--- src/rtl/sync_fifo_ctrl.sv ---
// sync_fifo_ctrl
//   Single-clock FIFO that buffers ADC samples between acquisition and readout.
//   It has dual-port storage, wrapping read/write pointers and a separate
//   registered fill-level counter. Read data is registered. It also provides
//   full/empty flags, programmable almost-full/almost-empty flags, sticky
//   overflow/underflow flags and a synchronous flush.
// Ports
//   clk_i, rst_n_i        clock (rising edge), async active-low reset
//   flush_i               sync clear of pointers, level, sticky flags, rd_valid_o
//   wr_en_i, wr_data_i    write request / data
//   rd_en_i               read request
//   rd_data_o             registered read data, holds when no read is accepted
//   rd_valid_o            1-cycle pulse: rd_data_o updated by the previous read
//   full_o, empty_o       level_o == DEPTH / level_o == 0
//   almost_full_o         level_o >= AFULL_LEVEL
//   almost_empty_o        level_o <= AEMPTY_LEVEL
//   level_o               stored word count, 0..DEPTH
//   overflow_o            sticky: write attempted while full
//   underflow_o           sticky: read attempted while empty
module sync_fifo_ctrl #(
  parameter int DATA_WIDTH   = 12,
  parameter int ADDR_WIDTH   = 8,
  parameter int AFULL_LEVEL  = 240,
  parameter int AEMPTY_LEVEL = 16
) (
  input  logic                  clk_i,
  input  logic                  rst_n_i,
  input  logic                  flush_i,
  input  logic                  wr_en_i,
  input  logic [DATA_WIDTH-1:0] wr_data_i,
  input  logic                  rd_en_i,
  output logic [DATA_WIDTH-1:0] rd_data_o,
  output logic                  rd_valid_o,
  output logic                  full_o,
  output logic                  empty_o,
  output logic                  almost_full_o,
  output logic                  almost_empty_o,
  output logic [ADDR_WIDTH:0]   level_o,
  output logic                  overflow_o,
  output logic                  underflow_o
);

  localparam int DEPTH = 2**ADDR_WIDTH;
  localparam logic [ADDR_WIDTH:0] LVL_FULL   = (ADDR_WIDTH+1)'(DEPTH);
  localparam logic [ADDR_WIDTH:0] LVL_AFULL  = (ADDR_WIDTH+1)'(AFULL_LEVEL);
  localparam logic [ADDR_WIDTH:0] LVL_AEMPTY = (ADDR_WIDTH+1)'(AEMPTY_LEVEL);

  logic [DATA_WIDTH-1:0] mem [DEPTH];
  logic [ADDR_WIDTH-1:0] wr_ptr, rd_ptr;
  logic                  wr_acc, rd_acc;

  // Acceptance uses the flags registered before the edge. Because of that, a
  // write into an empty FIFO is not bypassed to the read side in the same cycle.
  // Flush overrides both requests.
  assign wr_acc = wr_en_i && !full_o  && !flush_i;
  assign rd_acc = rd_en_i && !empty_o && !flush_i;

  // Storage is intentionally not reset.
  always_ff @(posedge clk_i) begin
    if (wr_acc) mem[wr_ptr] <= wr_data_i;
  end

  always_ff @(posedge clk_i or negedge rst_n_i) begin
    if (!rst_n_i) begin
      wr_ptr      <= '0;
      rd_ptr      <= '0;
      level_o     <= '0;
      rd_data_o   <= '0;
      rd_valid_o  <= 1'b0;
      overflow_o  <= 1'b0;
      underflow_o <= 1'b0;
    end else if (flush_i) begin
      // rd_data_o keeps its last value across a flush.
      wr_ptr      <= '0;
      rd_ptr      <= '0;
      level_o     <= '0;
      rd_valid_o  <= 1'b0;
      overflow_o  <= 1'b0;
      underflow_o <= 1'b0;
    end else begin
      rd_valid_o <= rd_acc;
      if (wr_acc) wr_ptr <= wr_ptr + 1'b1;
      if (rd_acc) begin
        rd_ptr    <= rd_ptr + 1'b1;
        rd_data_o <= mem[rd_ptr];
      end
      case ({wr_acc, rd_acc})
        2'b10:   level_o <= level_o + 1'b1;
        2'b01:   level_o <= level_o - 1'b1;
        default: level_o <= level_o;
      endcase
      if (wr_en_i && full_o)  overflow_o  <= 1'b1;
      if (rd_en_i && empty_o) underflow_o <= 1'b1;
    end
  end

  // Flags are decoded only from the registered level, so inputs cannot make them glitch.
  assign full_o         = (level_o == LVL_FULL);
  assign empty_o        = (level_o == '0);
  assign almost_full_o  = (level_o >= LVL_AFULL);
  assign almost_empty_o = (level_o <= LVL_AEMPTY);

endmodule

--- config.mk ---
export PLATFORM = sky130hd
export DESIGN_NAME = sync_fifo_ctrl
export DESIGN_NICKNAME = d
export VERILOG_FILES = /design/src/rtl/sync_fifo_ctrl.sv
export SDC_FILE = /design/constraint.sdc
export NUM_CORES = 2
export LEC_CHECK = 0
export CAP_MARGIN = 0
export CORE_ASPECT_RATIO = 0.9
export CORE_UTILIZATION = 57
export CTS_CLUSTER_DIAMETER = 150
export DETAILED_ROUTE_END_ITERATION = 16
export MAX_ROUTING_LAYER = met4
export PLACE_DENSITY = 0.76
export REMOVE_ABC_BUFFERS = 1
export SYNTH_ARGS = -nofsm -noshare
export SYNTH_HDL_FRONTEND = slang
export SYNTH_SLANG_ARGS = --single-unit
--- constraint.sdc ---
create_clock -name clk_i -period 4 [get_ports clk_i]
set_input_delay 0.6 -clock clk_i [delete_from_list [all_inputs] [get_ports clk_i]]
set_output_delay 0.6 -clock clk_i [all_outputs]
set_load 0.05 [all_outputs]
# Word-level counts from Yosys, hierarchy flattened
# Memories as Yosys holds them, arrays and structs flattened. A register that Yosys moved wholly into a read port is not among the register bits.
# Index checks and enable logic that the tools add are counted.
word_totals:
  reg_bits: 28
  mem_bits_rw: 3072
  inputBits: 17
  out_inout_bits: 28
  elab_cells: 47
  n_memories: 1
memory_table:
  columns: ["memory", "words", "word_bits", "read_ports", "rd_clocked_by_memory_dff", "wr", "line_no", "source"]
  rows:
  - ["mem", 256, 12, 1, 1, 1, "48", "logic [DATA_WIDTH-1:0] mem [DEPTH];"]
classes:
  add_sub_neg: 4
  magnitude_cmp: 2
  n_eq_ne: 3
  n_mux: 13
  bitwise: 1
  reduce_logical: 17
op_table:
  columns: ["operator", "count"]
  rows:
  - ["8-bit 2-to-1 mux", 4]
  - ["9-bit one-hot mux with 2 select lines", 1]
  - ["8-bit by 1-bit adder with 8-bit output (second input constant)", 2]
  - ["9-bit by 1-bit adder with 9-bit output (second input constant)", 1]
  - ["9-bit equality test (second input constant)", 1]
  - ["9-bit by 8-bit greater-or-equal comparator with 1-bit output (second input constant)", 1]
  - ["9-bit by 5-bit less-or-equal comparator with 1-bit output (second input constant)", 1]
  - ["9-bit logical NOT", 1]
  - ["9-bit 2-to-1 mux", 1]
  - ["9-bit by 1-bit subtractor with 9-bit output (second input constant)", 1]
  - ["2-bit nonzero test", 4]
  - ["1-bit 2-to-1 mux", 7]
  - ["1-bit logical AND", 6]
  - ["1-bit logical NOT", 4]
  - ["3-bit nonzero test", 1]
  - ["2-bit by 1-bit equality test with 1-bit output (second input constant)", 1]
  - ["2-bit equality test (second input constant)", 1]
  - ["2-bit AND reduction", 1]
  - ["1-bit NOT", 1]

# Longest topological paths before layout
depth:
  ltp_word: 7
  ltp_mapped: 14
  mapped_depth_nobuf: 12

# Worst setup path before layout
# No wires, ideal clock.
synth_path:
  kind: "reg2reg"
  from: "register level_o[1]"
  to: "register level_o[8]"
  setup_ps: 116
  t_arrival_ps: 4430
  path_slack_ps: -545
  stages_incl_launch_ff: 14
  period_less_slack_ps: 4545
  cell_sequence: "dfrtp_1 > or4_4 > nor4b_4 > nor2b_1 > buf_2 > nor2_1 > ha_1 > a21o_1 > a21oi_1 > o21bai_1 > a21oi_1 > o21ai_0 > or4b_2 > o311ai_0"
synth_between:
  elab_chain_cells: 7
  word_cells_on_any_way: 15
  classes_between: "add/sub (2); eq/ne (3); mux (2); reduce/logical (8)"
synth_lines:
  columns: ["item", "line_no", "source"]
  rows:
  - ["from (decl)", "38", "output logic [ADDR_WIDTH:0] level_o,"]
  - ["from (signal assigned)", "88", "2'b10: level_o <= level_o + 1'b1;"]
  - ["from (signal assigned)", "89", "2'b01: level_o <= level_o - 1'b1;"]
  - ["from (signal assigned)", "90", "default: level_o <= level_o;"]
  - ["9-bit equality test *", "98", "assign full_o = (level_o == LVL_FULL);"]
  - ["via full_o", "34", "output logic full_o,"]
  - ["1-bit logical NOT *", "55", "assign wr_acc = wr_en_i && !full_o && !flush_i;"]
  - ["1-bit logical AND * (2 in a row)", "55", null]
  - ["2-bit by 1-bit equality test with 1-bit output or 2-bit equality test (tied branches)", "87", "case ({wr_acc, rd_acc})"]
  - ["9-bit one-hot mux with 2 select lines", "87", null]
  - ["9-bit 2-to-1 mux", "72", "end else if (flush_i) begin"]
# Mark *: on every way through the listed nets, which the timed path passes. The rest lies on a longest branch.
# A chain may end at the register's enable or synchronous reset.

==> metrics.yaml <==
yosys-top-cells-area: "edfxtp_1 (77%), mux4_2 (14%), mux2i_1 (1.1%), nor2_1 (0.91%), dfrtp_1 (0.84%)"
cts_made_buffers: 312
die_area_sq_mm: 0.2110
dr.pass1.iters: 6
ys_seq_area_share_pct: 78.22
clk_pin_slew_worst_paths_ns: 0.06
grt_pass1_vias: 59460
cts_setup_buffers: 0
dp_slack_ns: 0.09997
port_buffers: 44
avgSynthCellArea_sq_um: 22.22
ys_seq_elements: 3112
reg2reg_slack_ns: 0.06
irDropWorstVdd_mv: 0.3947
yosysWarnings: 0
postLayoutCoreUtil_pct: 65.46
ant_nets: 0
synth_area_leader_cell: "edfxtp_1"
io_pins: 45
dpl.cell_count: 8259
avgRoutedWirePerCell_um: 33.10
status: "completed"
cp_max_fo: 39
die_h_um: 435.9
rsz0062_at_grt: "false"
rr_startpoint: "rd_ptr[0]"
postLayoutSetupSlackWorst_ns: 0.06311
track_usage_pct: 28.66
crit_type: "register to register"
grt_pass1_wl_um: 420100
yosys_most_used_dff: "edfxtp_1"
cts_tree: "yes"
drc: 0
min_period_ns: 3.937
via_count: 59430
clockBufferDepth: 4
h-tree-depth: 5
gp_congestion: 0.8971
dpl.hpwl_um: 167700
grt_max_degree: 156
antenna_found_initial: 10
slew_headroom_pct: 12.11
hp-start: "wr_data_i[4]"
coreArea_sq_mm: 0.2070
yosys-top-cells-count: "edfxtp_1 (3072), mux4_2 (755), nor2_1 (290)"
start_util_pct: 57.59
synth_top_area_share_pct: 77.38
async_flop_share_pct: 1.285
slew_violations: 0
startpoint_type: "register"
gr-total-overflow: 0
clock-skew-final_ns: 0.04557
worst_pin_slew_ns: 1.313
total_power_mw: 79.82
finalWirelength_um: 291400
min_period_over_period_pct: 98.42
vias_per_cell: 6.750
netlist_area_sq_mm: 0.1192
power.leakage_nw: 41.81
r2r_cells: 9
yosysMostFrequentCell: "edfxtp_1"
arrival_ns: 4.79
stdcell_count: 8804
drtIter0Drc: 8421
cts_sinks: 3112
fillers: 12480
hold_depth: 1
end_kind: "register"
syn_inst: 5366
maxCapViolations: 0
fmax_mhz: 254.0
clk_latency_ns: 0.95
row_count: 158
worstReg2RegEnd: "rd_data_o[8]"
die-width_um: 484.1
min_path_type: "input port to register"
finalHoldViolations: 0
setup_violations: 0
power_density_mw_per_mm2: 589.1
critPathRequiredTime_ns: 4.85
area_growth_syn_to_layout_pct: 13.65
finalNetCount: 5884
holdPathEnd: "mem[165][4]"
root_buffer: "clkbuf_16"
synth_edf_count: 3072
yosysUniqueCellTypes: 57
drive_gt1_share_pct: 27.25
## through the flow
stage / instance area, sq um / setup TNS (ns) / hold WS [ns]
3_5_place_dp: 125600 / 0 / 0.4989
5_1_grt: 135500 / 0 / 0.1066
2_1_floorplan: 117600 / -587.28 / 0.3044
6_report: 135500 / 0 / 0.1099
3_3_place_gp: 125600 / -0.004384 / 0.4854
4_1_cts: 135500 / 0 / 0.09050
## layer usage
metal	up-vias	global-route usage (%)	part of all wire (%)
met5	-	-	0
met4	0	10.05	3.9
met3	684	6.934	12
met2	4187	42.85	47
met1	30870	39.01	36
li1	23690	-	-
## repair_timing
item	4_1_cts	5_1_grt
endpoints found under the hold margin	40	0
endpoints found under the setup margin	0	3
resized for setup	0	3
hold buffers	1	0
## area by class of cell
class / count / area, sq um / share of cell area [%]
Antenna cell: 8 / 20.02 / 0.01478
Clock buffer: 382 / 8309 / 6.133
Clock inverter: 154 / 1505 / 1.111
Inverter: 8 / 30.03 / 0.02216
Multi-Input combinational cell: 1926 / 24390 / 18.00
Sequential cell: 3112 / 93260 / 68.83
Tap cell: 2720 / 3403 / 2.512
Timing Repair Buffer: 494 / 4567 / 3.371
## flip-flops by register name, summed over array words and instances, names as in the netlist
name,count
mem,3072
rd_data_o,12
level_o,9
rd_ptr,8
wr_ptr,8
overflow_o,1
rd_valid_o,1
underflow_o,1
## power by group
| part | switching (mW) | total (mW) | internal (mW) |
|---|---|---|---|
| Combinational | 7.92 | 15.1 | 7.21 |
| Sequential | 0.222 | 36.2 | 36.0 |
| Clock | 11.9 | 28.5 | 16.6 |
## worst max-delay path: stages, from the launching register on
cell and delay, ns:
dfrtp_4 0.52, buf_12 0.26, buf_12 0.36, buf_4 0.30, mux4_2 0.26, mux2i_1 0.07, o21ai_0 0.65, nand3_1 0.42
or4_1 0.79, nand3b_1 0.15
## cell families (layout without fill, tap and decap cells)
kind of cell	Yosys count	count (layout)	synth area share, %
mux	886	886	15.36
xor+xnor	21	21	0.1543
compound gates	466	466	2.757
flops	3112	3112	78.22
buf+inv	328	1038	1.362
other cells	0	8	0
simple gates	540	540	1.996
fa+ha+maj	13	13	0.1427
## how the worst max path moves through the flow
| stage | from | end | slack [ns] | cells after the start |
|---|---|---|---|---|
| after floorplan | rd_ptr[0] | rd_data_o[0] | -32.61 | 7 |
| after global placement | rd_en_i | level_o[8] | -0.004 | 12 |
| after detailed placement | rd_en_i | level_o[8] | 0.1 | 12 |
| after CTS | level_o[1] | empty_o | 0.07 | 3 |
| after global routing | level_o[1] | level_o[8] | 0.009 | 12 |
| final | rd_ptr[0] | rd_data_o[8] | 0.06 | 9 |
## layout by cell type (no fill, tap or decap), drive strengths merged, types with 14 or more instances in the layout
cell           count
mux2i            131
o22ai            117
o21ai             27
buf              462
nand3b            14
dfrtp             40
mux4             755
nor3              37
a21oi             61
clkinv           116
a211oi            27
nor4              14
a221oi            48
clkdlybuf4s50     30
nand3             30
edfxtp          3072
nand2            106
nor2             290
a22oi            121
bufinv            30
clkbuf           382
a22o              48
Power figures use the tool's default switching activity.
